===== src/rtl/imm_gen_pipe.sv =====
// Registered RV immediate generator for decode, with a 2-entry skid buffer
// so in_ready depends only on held state, never on out_ready.
module imm_gen_pipe #(
    parameter int XLEN  = 64,
    parameter int TAG_W = 8
) (
    input  logic             clk,
    input  logic             rst_n,
    input  logic             flush,
    input  logic             in_valid,
    output logic             in_ready,
    input  logic [31:0]      in_instr,
    input  logic [TAG_W-1:0] in_tag,
    output logic             out_valid,
    input  logic             out_ready,
    output logic [XLEN-1:0]  out_imm,
    output logic [2:0]       out_fmt,
    output logic             out_illegal,
    output logic [TAG_W-1:0] out_tag
);

    localparam logic [2:0] F_R    = 3'b000;
    localparam logic [2:0] F_I    = 3'b001;
    localparam logic [2:0] F_S    = 3'b010;
    localparam logic [2:0] F_B    = 3'b011;
    localparam logic [2:0] F_U    = 3'b100;
    localparam logic [2:0] F_J    = 3'b101;
    localparam logic [2:0] F_NONE = 3'b111;

    typedef struct packed {
        logic [XLEN-1:0]  imm;
        logic [2:0]       fmt;
        logic             ill;
        logic [TAG_W-1:0] tag;
    } ent_t;

    typedef enum logic [1:0] {
        EMPTY = 2'd0,
        ONE   = 2'd1,
        FULL  = 2'd2
    } state_t;

    state_t state_q, nxt;
    ent_t   out_q, skid_q, dec;
    logic   ovalid_q, irdy_q;
    logic   acc, xfer;
    logic   ld_out, ld_skid, ld_fwd;

    logic [6:0]        op;
    logic [2:0]        f3;
    logic              is_shift;
    logic [5:0]        shamt;
    logic signed [31:0] s32;

    assign op = in_instr[6:0];
    assign f3 = in_instr[14:12];

    always_comb begin
        dec      = '0;
        dec.tag  = in_tag;
        s32      = '0;
        is_shift = 1'b0;
        shamt    = {1'b0, in_instr[24:20]};
        case (op)
            7'b0110011, 7'b0111011: dec.fmt = F_R;
            7'b0000011, 7'b1100111, 7'b1110011: begin
                dec.fmt = F_I;
                s32     = 32'(signed'(in_instr[31:20]));
            end
            7'b0010011, 7'b0011011: begin
                dec.fmt  = F_I;
                s32      = 32'(signed'(in_instr[31:20]));
                is_shift = (f3 == 3'b001) || (f3 == 3'b101);
                // Only RV64 OP-IMM shifts use the 6-bit shamt; *W forms stay 5-bit
                if (op == 7'b0010011 && XLEN == 64)
                    shamt = in_instr[25:20];
            end
            7'b0100011: begin
                dec.fmt = F_S;
                s32     = 32'(signed'({in_instr[31:25], in_instr[11:7]}));
            end
            7'b1100011: begin
                dec.fmt = F_B;
                s32     = 32'(signed'({in_instr[31], in_instr[7],
                                       in_instr[30:25], in_instr[11:8], 1'b0}));
            end
            7'b0110111, 7'b0010111: begin
                dec.fmt = F_U;
                s32     = signed'({in_instr[31:12], 12'b0});
            end
            7'b1101111: begin
                dec.fmt = F_J;
                s32     = 32'(signed'({in_instr[31], in_instr[19:12],
                                       in_instr[20], in_instr[30:21], 1'b0}));
            end
            default: begin
                dec.fmt = F_NONE;
                dec.ill = 1'b1;
            end
        endcase
        dec.imm = is_shift ? XLEN'(shamt) : XLEN'(s32);
    end

    assign in_ready  = irdy_q;
    assign out_valid = ovalid_q;
    assign acc       = in_valid & irdy_q & ~flush;
    assign xfer      = ovalid_q & out_ready;

    always_comb begin
        nxt     = state_q;
        ld_out  = 1'b0;
        ld_skid = 1'b0;
        ld_fwd  = 1'b0;
        unique case (state_q)
            EMPTY: if (acc) begin
                nxt    = ONE;
                ld_out = 1'b1;
            end
            ONE: begin
                if (acc && xfer) begin
                    ld_out = 1'b1;
                end else if (acc) begin
                    nxt     = FULL;
                    ld_skid = 1'b1;
                end else if (xfer) begin
                    nxt = EMPTY;
                end
            end
            FULL: if (xfer) begin
                nxt    = ONE;
                ld_fwd = 1'b1;
            end
            default: nxt = EMPTY;
        endcase
        // Flush wins over everything; held data stays put so outputs don't go X
        if (flush) begin
            nxt     = EMPTY;
            ld_out  = 1'b0;
            ld_skid = 1'b0;
            ld_fwd  = 1'b0;
        end
    end

    always_ff @(posedge clk) begin
        if (!rst_n) begin
            state_q  <= EMPTY;
            out_q    <= '0;
            skid_q   <= '0;
            ovalid_q <= 1'b0;
            irdy_q   <= 1'b0;
        end else begin
            state_q  <= nxt;
            ovalid_q <= (nxt != EMPTY);
            irdy_q   <= (nxt != FULL);
            if (ld_out)
                out_q <= dec;
            else if (ld_fwd)
                out_q <= skid_q;
            if (ld_skid)
                skid_q <= dec;
        end
    end

    assign out_imm     = out_q.imm;
    assign out_fmt     = out_q.fmt;
    assign out_illegal = out_q.ill;
    assign out_tag     = out_q.tag;

endmodule


===== config.mk =====
export PLATFORM = sky130hd
export DESIGN_NAME = imm_gen_pipe
export DESIGN_NICKNAME = d
export VERILOG_FILES = /design/src/rtl/imm_gen_pipe.sv
export SDC_FILE = /design/constraint.sdc
export NUM_CORES = 1
export LEC_CHECK = 0
export CAP_MARGIN = 15
export CELL_PAD_IN_SITES_DETAIL_PLACEMENT = 1
export CELL_PAD_IN_SITES_GLOBAL_PLACEMENT = 2
export CORE_AREA = 8 8 166 121
export DETAILED_ROUTE_END_ITERATION = 6
export DIE_AREA = 0 0 174 129
export GPL_TIMING_DRIVEN = 0
export PLACE_DENSITY = 0.72
export SLEW_MARGIN = 20
export SYNTH_ARGS = -nofsm -noshare
export SYNTH_HDL_FRONTEND = slang
export SYNTH_SLANG_ARGS = --single-unit

===== constraint.sdc =====
create_clock -name clk -period 1.9 [get_ports clk]
set_clock_uncertainty 0.1 [all_clocks]
set_input_delay 0.475 -clock clk [delete_from_list [all_inputs] [get_ports clk]]
set_output_delay 0.475 -clock clk [all_outputs]
set_load 0.1 [all_outputs]

* After elaboration in Yosys (flattened, before gate mapping)
Index checks and enable logic that the tools add are counted.
** Cells by class
- Multiplexer cells :: 26
- Equality and inequality tests :: 17
- Reductions and logical operators :: 10
- Bitwise operators :: 4
** Operator list (number)
- case mux 32 bit (5 select lines) :: 1
- two-way mux 76 bit :: 2
- two-way mux 64 bit :: 1
- equality test 7 x 6 -> 1 bit (second input constant) :: 4
- equality test 7 bit (second input constant) :: 4
- equality test 7 x 5 -> 1 bit (second input constant) :: 3
- case mux 3 bit (6 select lines) :: 1
- two-way mux 2 bit :: 6
- two-way mux 6 bit :: 2
- OR reduction 12 bit :: 1
- two-way mux 1 bit :: 11
- equality test 7 x 2 -> 1 bit (second input constant) :: 1
- case mux 2 bit (3 select lines) :: 1
- OR reduction 2 bit :: 3
- OR reduction 5 bit :: 1
- nonzero test 2 bit :: 2
- bitwise AND 1 bit :: 3
- equality test 3 x 1 -> 1 bit (second input constant) :: 1
- equality test 3 bit (second input constant) :: 1
- equality test 2 x 1 -> 1 bit (second input constant) :: 1
- equality test 2 bit (second input constant) :: 1
- logical NOT 2 bit :: 1
- != test 2 bit (second input constant) :: 1
- case mux 1 bit (2 select lines) :: 1
- other kinds (3) :: 3
** Storage, ports and cells
- Logic and storage cells :: 68
- Register bits :: 156
- Input bits :: 45

* Logic depth before layout (Yosys ltp)
Gate-level depths: netlist of run 1.
- Depth after elaboration :: 7
- Depth in mapped cells :: 8

* Worst setup path after synthesis of run 1
No wires, ideal clock.
- Kind :: register -> output
- Start point :: register, netlist name out_imm[62]
- End point :: output out_imm[32]
- Arrival :: 1.930 ns
- Path slack :: -0.605 ns
- Buffers on the path :: 1
- Cell stages (with the launch flop) :: 2
- Cell sequence :: dfxtp_1 > buf_4
** RTL lines
- end: declaration :: line 16 : output logic [XLEN-1:0] out_imm,

* Final worst setup path of run 1
- Start point :: input in_instr[2]
- End point :: register out_q, in the netlist out_fmt[2]
** On the way
- Cells in the longest elaborated chain, start to end :: 4
- Elaborated cells on any way between the ends :: 17
** RTL lines
- start: declaration :: line 12 : input logic [31:0] in_instr,
- equality test 7 x 5 -> 1 bit, or another cell as far along :: line 64 : case (op)
- OR reduction 5 bit (no line) / OR reduction 2 bit (equally long branches)
- case mux 3 bit (6 select lines) (*) :: line 64
- two-way mux 76 bit (*) :: line 155 : if (ld_out)
- end signal: assignment :: line 158 : out_q <= skid_q;
- end: declaration :: line 44 : ent_t out_q, skid_q, dec;
Mark *: on every way between the ends. The rest lies on a longest branch, timed or not.
A chain may end at the register's enable or synchronous reset.

==> impl_metrics.sql, run 1 <==
INSERT INTO impl_metrics (metric_group, metric, value, unit) VALUES
('hold_path', 'min_path_cells', '2', ''),
('logic_synthesis', 'synth_enable_flop_cells', '0', ''),
('finish', 'design_area', '0.00671', 'mm2'),
('clocking', 'htreeDepth', '3', ''),
('pwr', 'power-per-cell-area', '732', 'mW/mm2'),
('clocking', 'post_cts_hold_buffer_count', '0', ''),
('sta', 'finalWorstSetupSlack', '0.0187', 'ns'),
('logic_synthesis', 'postSynthAreaPerCell', '8.60', 'um2'),
('pwr', 'power.leakage', '2.59', 'nW'),
('sta', 'worstMarginPinSlew', '0.591', 'ns'),
('logic_synthesis', 'yosysUniqueCellTypes', '51', ''),
('route', 'drt_pass1_iterations', '4', ''),
('die', 'die-area', '0.0224', 'mm2'),
('finish', 'finish.cell_count_without_fillers', '900', ''),
('critical_path', 'critical_path_required', '2.01', 'ns'),
('die', 'top_level_ports', '123', ''),
('critical_path', 'path_delay_family', 'simple AND/OR/NAND/NOR gates', ''),
('critical_path', 'worst_r2r_endpoint', 'out_imm[3]$_SDFFE_PN0P_', ''),
('route', 'drtAntennaViolNets', '0', ''),
('logic_synthesis', 'netlist_instances', '499', ''),
('finish', 'area_growth', '56.4', '%'),
('global_route', 'grt_first_pass_wirelength', '26300', 'um'),
('place', 'place.detailed.instances', '855', ''),
('sta', 'max-slew-margin-rel', '0.606', ''),
('clocking', 'clkLatencyLatePin', '0.35', 'ns'),
('sta', 'grt_setup_unrepaired', 'true', ''),
('critical_path', 'cp_slowest_stage_delay', '0.41', 'ns'),
('hold_path', 'worst_min_delay_path_endpoint', 'skid_q[38]$_SDFFE_PN0P_', ''),
('route', 'detail_route.drc_violations', '0', ''),
('sta', 'time_the_final_worst_path_needs_with_i_o_delays_and_setup', '1.88', 'ns'),
('critical_path', 'cp_slowest_cell', 'nor3b_2', ''),
('route', 'count_of_routing_violations_after_the_opening_detailed_route_iteration', '210', ''),
('global_route', 'grt_max_degree', '18', ''),
('clocking', 'clk_pin_slew', '0.07', 'ns'),
('finish', 'fin_nets', '704', ''),
('critical_path', 'crit_fanout', '10', ''),
('pwr', 'vdd.ir_drop.worst', '0.000392', 'V'),
('clocking', 'tritoncts', 'done', ''),
('sta', 'tns', '0', 'ns'),
('finish', 'antennaDiodeCount', '0', ''),
('sta', 'fin_hold_ws', '0.348', 'ns'),
('logic_synthesis', 'yosys-top-cells-area', 'dfxtp_1 43%, nand2_1 6.4%, buf_4 5.6%', ''),
('global_route', 'grt_use_total', '0.148', ''),
('clocking', 'clock_tree.buffer_depth', '2', ''),
('logic_synthesis', 'ys_seq_area_frac', '0.429', ''),
('global_route', 'globalRoute.totalOverflow', '0', ''),
('clocking', 'numClockSinks', '92', ''),
('critical_path', 'crit_path_cell_trace', 'buf_4, buf_2, nor2b_1, a21oi_1, o22ai_1, nor3b_2, a221oi_1', ''),
('logic_synthesis', 'post_synth_instance_area', '0.00429', 'mm2'),
('die', 'floorplan.die.height', '129', 'um'),
('hold_path', 'worst_hold_startpoint', 'skid_q[38]$_SDFFE_PN0P_', ''),
('logic_synthesis', 'yosys.area.top_type_share', '0.429', ''),
('route', 'finalWirelength', '17000', 'um'),
('finish', 'layout-drive-gt1-share', '0.393', ''),
('place', 'place_hpwl', '12200', 'um'),
('critical_path', 'ff2ff_setup_slack', '0.04', 'ns'),
('sta', 'final-setup-viol-count', '0', ''),
('critical_path', 'end_kind', 'flip-flop', ''),
('place', 'detailedPlace.worstSlack', '-1.01', 'ns'),
('place', 'io_buffer_count', '120', ''),
('logic_synthesis', 'synth-async-reset-ratio', '0', ''),
('logic_synthesis', 'ys.warnings.count', '0', ''),
('pwr', 'power', '4.91', 'mW'),
('sta', 'max_clock_freq', '532', 'MHz'),
('sta', 'min_period_over_period', '0.990', ''),
('critical_path', 'worst_reg2reg_startpoint', 'state_q[0]$_SDFF_PN0_', ''),
('global_route', 'grt_pass1_vias', '4569', ''),
('outcome', 'status', 'completed', ''),
('route', 'wl_per_cell', '18.9', 'um'),
('critical_path', 'cp-start-kind', 'primary input', ''),
('critical_path', 'cp_data_arrival_time', '1.99', 'ns');
==> Yosys cell counts, drive strengths merged (3+ instances only) <==
master and number:
nor2 30, nor4 4, a31oi 25, a22oi 13, a21oi 30, o22ai 15, and2 4, nand3 12
nor3 7, inv 4, nand2 73, mux2 17, buf 47, mux2i 18, a311oi 9, clkbuf 22
dfxtp 92, nor2b 4, or3 3, a221oi 3, o21ai 41
==> worst max-delay path by stage <==
stage,start,endpoint,cells past startpoint
global placement,in_instr[0],out_imm[13]$_SDFFE_PN0P_,7
finish,in_instr[2],out_fmt[2]$_SDFFE_PN0P_,7
CTS,in_valid,skid_q[37]$_SDFFE_PN0P_,7
floorplan,in_instr[6],out_imm[17]$_SDFFE_PN0P_,6
global route,in_instr[2],out_fmt[2]$_SDFFE_PN0P_,7
detailed placement,in_instr[1],out_imm[13]$_SDFFE_PN0P_,7
==> power breakdown <==
group | switching [mW] | leakage [nW] | internal, mW | total, mW
combinational | 0.748 | 1.70 | 0.319 | 1.07
clock | 0.826 | 0.140 | 1.04 | 1.86
sequential | 0.0231 | 0.747 | 1.96 | 1.98
==> logic make-up (layout without fill, tap and decap cells) <==
logic type	Yosys count	after routing	share of synthesized area
AOI/OAI and AO/OA	147	147	0.216
xor gates and xnor gates	1	1	0.00204
buffers and inverters	73	238	0.0988
DFF	92	92	0.429
muxes	35	35	0.0866
and+or+nand+nor	151	151	0.168
==> cells in the final DEF, fill, tap and decap left out, types with 4 or more instances in the layout <==
cell type	instances
dfxtp_1	88
buf_4	78
nand3_1	8
clkdlybuf4s15_2	42
o21ai_0	27
clkbuf_4	10
clkbuf_2	6
a311oi_1	8
nor2_1	26
a21oi_2	7
mux2_2	17
clkbuf_16	9
buf_2	6
a21oi_1	23
nand2_1	71
clkbuf_1	8
a22oi_2	4
clkdlybuf4s50_1	31
a31oi_1	24
buf_6	24
o21ai_1	13
mux2i_1	17
o22ai_1	13
nor2_4	4
a22oi_1	9
==> flip-flops by register name (all words and copies together), names as in the netlist <==
signal and cells:
out_illegal 1, out_imm 32, out_valid 1, in_ready 1
out_fmt 3, skid_q 44, out_tag 8, state_q 2
==> cell type report <==
type / instances / area, um2
Fill cell: 2021 / 10800
Multi-Input combinational cell: 334 / 2270
Sequential cell: 92 / 1850
Timing Repair Buffer: 150 / 1460
Buffer: 68 / 518
Tap cell: 236 / 295
Clock buffer: 10 / 229
Clock inverter: 6 / 71.3
Inverter: 4 / 15.0
==> routing by layer <==
metal | part of all wire | global-route usage
met2 | 0.45 | 0.236
met4 | 0.0071 | 0.0331
met1 | 0.49 | 0.201
met5 | 0 | 0
met3 | 0.051 | 0.0348
==> worst register-to-register path: cells and delay by family, from the launching register on <==
kind                   cells  cell delay (ns)
AND/OR/NAND/NOR            2             0.38
flip-flops                 1             0.37
multiplexers               1             0.34
buffers and inverters      2             0.30
AO/OA/AOI/OAI              2             0.25
==> what timing repair did <==
item                       CTS  global route
setup endpoints to repair  168           104
pin swaps                   13            10
gates resized for setup    419            65
cloned                       3             1
buffers inserted            20             7
No activity file was read; power rests on OpenSTA's default activity.
==> run 2, diff against run 1 <==
--- a/config.mk
+++ b/config.mk
@@ -13,7 +13,7 @@
 export DIE_AREA = 0 0 174 129
 export GPL_TIMING_DRIVEN = 0
 export PLACE_DENSITY = 0.72
-export SLEW_MARGIN = 20
+export SLEW_MARGIN = 0
 export SYNTH_ARGS = -nofsm -noshare
 export SYNTH_HDL_FRONTEND = slang
 export SYNTH_SLANG_ARGS = --single-unit
==> results of run 2 <==
Final layout, timing and power as in run 1 (identical DEF).
==> run 3, diff against run 2 <==
--- a/config.mk
+++ b/config.mk
@@ -17,3 +17,4 @@
 export SYNTH_ARGS = -nofsm -noshare
 export SYNTH_HDL_FRONTEND = slang
 export SYNTH_SLANG_ARGS = --single-unit
+export TNS_END_PERCENT = 20
==> constraint.sdc (replaced) <==
create_clock -name clk -period 1.7 [get_ports clk]
set_clock_uncertainty 0.1 [all_clocks]
set_input_delay 0.425 -clock clk [delete_from_list [all_inputs] [get_ports clk]]
set_output_delay 0.425 -clock clk [all_outputs]
set_load 0.1 [all_outputs]
==> impl_metrics.sql, run 3 (synthesized netlist as in run 1, its figures left out) <==
INSERT INTO impl_metrics (metric_group, metric, value, unit) VALUES
('finish', 'layout-drive-gt1-share', '0.442', ''),
('route', 'detail_route.drc_violations', '0', ''),
('global_route', 'grt_antenna_before_repair', '0', ''),
('critical_path', 'startpoint_of_the_most_critical_setup_path', 'in_instr[4]', ''),
('place', 'place_hpwl', '12600', 'um'),
('sta', 'final-setup-viol-count', '12', ''),
('sta', 'max-slew-margin-rel', '0.542', ''),
('route', 'drt_pass1_iterations', '4', ''),
('clocking', 'clock-root-buffer', 'clkbuf_16', ''),
('hold_path', 'worst_hold_startpoint', 'in_instr[13]', ''),
('die', 'floorplan.die.height', '129', 'um'),
('finish', 'area_growth', '68.8', '%'),
('pwr', 'share_seq_of_total_power', '0.397', ''),
('critical_path', 'worst-path-buf-inv', '2', ''),
('sta', 'timing.final.hold_violations', '0', ''),
('finish', 'antennaDiodeCount', '0', ''),
('finish', 'final_cell_mix', '87 x dfxtp_1, 71 x nand2_1, 68 x buf_4, 40 x buf_2, 36 x buf_12', ''),
('sta', 'min_period_over_period', '1.04', ''),
('die', 'placement_rows', '41', ''),
('finish', 'final_core_utilization', '0.413', ''),
('clocking', 'clock_tree.buffer_depth', '2', ''),
('clocking', 'htreeDepth', '3', ''),
('outcome', 'failing_checks', 'setup timing', ''),
('critical_path', 'path_class', 'primary input to flip-flop', ''),
('job', 'max-cap-violations', '0', ''),
('place', 'detailedPlace.worstSlack', '-1.10', 'ns'),
('sta', 'fin_hold_ws', '0.305', 'ns'),
('route', 'drtAntennaViolNets', '0', ''),
('critical_path', 'worst_reg2reg_startpoint', 'out_valid$_SDFF_PN0_', ''),
('critical_path', 'cp_slowest_cell', 'or4b_4', ''),
('pwr', 'switching_share_of_power', '0.323', ''),
('pwr', 'power', '5.59', 'mW'),
('route', 'finalWirelength', '18500', 'um'),
('pwr', 'combPwrFrac', '0.242', ''),
('pwr', 'power.leakage', '2.86', 'nW'),
('pwr', 'power.share.clock', '0.362', ''),
('finish', 'flip_flop_count_of_the_largest_register_all_copies_and_words_added', '44', ''),
('sta', 'time_the_final_worst_path_needs_with_i_o_delays_and_setup', '1.76', 'ns'),
('route', 'wl_per_cell', '20.3', 'um'),
('finish', 'final_common_cell', 'dfxtp_1', ''),
('sta', 'worstMarginPinSlew', '0.687', 'ns'),
('pwr', 'power_switching', '1.81', 'mW'),
('finish', 'design_area', '0.00725', 'mm2'),
('place', 'gp_congestion', '0.766', ''),
('pwr', 'power-per-cell-area', '771', 'mW/mm2'),
('route', 'vias_per_cell', '4.95', ''),
('global_route', 'grt_use_total', '0.157', ''),
('critical_path', 'cp_slowest_stage_delay', '0.58', 'ns'),
('critical_path', 'critical-path-top-cell-by-count', 'buf_8', ''),
('global_route', 'grt_max_degree', '18', ''),
('clocking', 'clkLatencyLatePin', '0.34', 'ns'),
('die', 'die-area', '0.0224', 'mm2'),
('finish', 'fin_nets', '712', ''),
('clocking', 'numClockSinks', '92', ''),
('outcome', 'status', 'complete, but fails checks', ''),
('sta', 'timing_max_transition_violations_final', '0', ''),
('critical_path', 'crit_fanout', '7', ''),
('hold_path', 'path_class_of_the_lowest_slack_min_delay_path', 'primary input to flip-flop', ''),
('die', 'die_w', '174', 'um'),
('global_route', 'globalRoute.totalOverflow', '0', ''),
('sta', 'grt_setup_unrepaired', 'true', ''),
('clocking', 'clk_pin_slew', '0.07', 'ns'),
('critical_path', 'path_delay_family', 'simple AND/OR/NAND/NOR gates', ''),
('pwr', 'vdd.ir_drop.worst', '0.000374', 'V'),
('pwr', 'total_internal_power', '3.78', 'mW'),
('finish', 'largest-register', 'skid_q', ''),
('sta', 'max_clock_freq', '567', 'MHz'),
('global_route', 'grt_first_pass_wirelength', '27500', 'um'),
('global_route', 'grt_pass1_vias', '4705', ''),
('clocking', 'numCtsBuffers', '9', ''),
('route', 'routed-via-count', '4499', ''),
('place', 'placement.cell_area', '0.00591', 'mm2'),
('place', 'io_buffer_count', '120', ''),
('critical_path', 'ff2ff_setup_slack', '-0.02', 'ns'),
('critical_path', 'critical_path_required', '1.88', 'ns'),
('critical_path', 'cp-start-kind', 'primary input', ''),
('clocking', 'tritoncts', 'done', ''),
('critical_path', 'crit_path_cell_trace', 'buf_8, buf_8, or4b_4, or2_4, o22ai_4, a31oi_4, o22ai_2', ''),
('sta', 'finalWorstSetupSlack', '-0.0624', 'ns'),
('die', 'core_region', '0.0175', 'mm2'),
('critical_path', 'cp_data_arrival_time', '1.94', 'ns'),
('critical_path', 'end_kind', 'flip-flop', ''),
('die', 'top_level_ports', '123', ''),
('route', 'count_of_routing_violations_after_the_opening_detailed_route_iteration', '243', ''),
('die', 'initial_utilization', '0.245', '');
## run 3: final timing paths
kind,endpoint,cells after the start
max,out_imm[11]$_SDFFE_PN0P_,7
min,skid_q[25]$_SDFFE_PN0P_,3
max reg2reg,out_imm[18]$_SDFFE_PN0P_,6
min reg2reg,skid_q[40]$_SDFFE_PN0P_,2
## run 3: final cells by class
| class | instances | area, um2 |
|---|---|---|
| repair buffers | 158 | 1690 |
| plain buffers | 68 | 578 |
| fillers | 1973 | 10300 |
| well taps | 236 | 295 |
| clock buffers | 12 | 268 |
| flip-flops and latches | 92 | 1860 |
| clock inverters | 4 | 30.0 |
| inverters | 4 | 15.0 |
| multi-input cells | 334 | 2510 |
## run 3: routing by layer
metal | vias to the layer above | track usage | share of wire
met5 | - | 0 | 0
met4 | 0 | 0.0456 | 0.0096
met3 | 10 | 0.0380 | 0.058
met2 | 142 | 0.252 | 0.46
met1 | 2243 | 0.206 | 0.47
li1 | 2104 | - | -
## run 3: worst register-to-register path: stages, from the launching register on
cell and delay (ns):
dfxtp_4 0.38, nand2_8 0.07, nor3_4 0.26, buf_4 0.22, mux2_2 0.35, o21ai_0 0.16
a31oi_1 0.06
## run 3: stage by stage
step                setup TNS [ns]  std cells
floorplan                    -4.80        499
global placement           -117.46        855
detailed placement         -122.55        855
CTS                          -1.80        889
global route                 -2.68        908
finish                      -0.217        908
## run 3: power by group through the flow
stage	clock network [mW]	registers, mW	logic [mW]
final	2.02	2.22	1.35
after floorplan	0	2.51	0.533
after global placement	0	2.27	1.12
after detailed placement	0	2.28	1.13
after global routing	2.14	2.22	1.40
after CTS	2.07	2.22	1.27
## run 3: what timing repair did
item | CTS | global route
resized for setup | 614 | 105
pin swaps | 16 | 19
endpoints found under the hold margin | 0 | 0
gates cloned | 0 | 3
setup buffers | 19 | 16
hold buffers | 0 | 0
setup endpoints to repair | 169 | 119
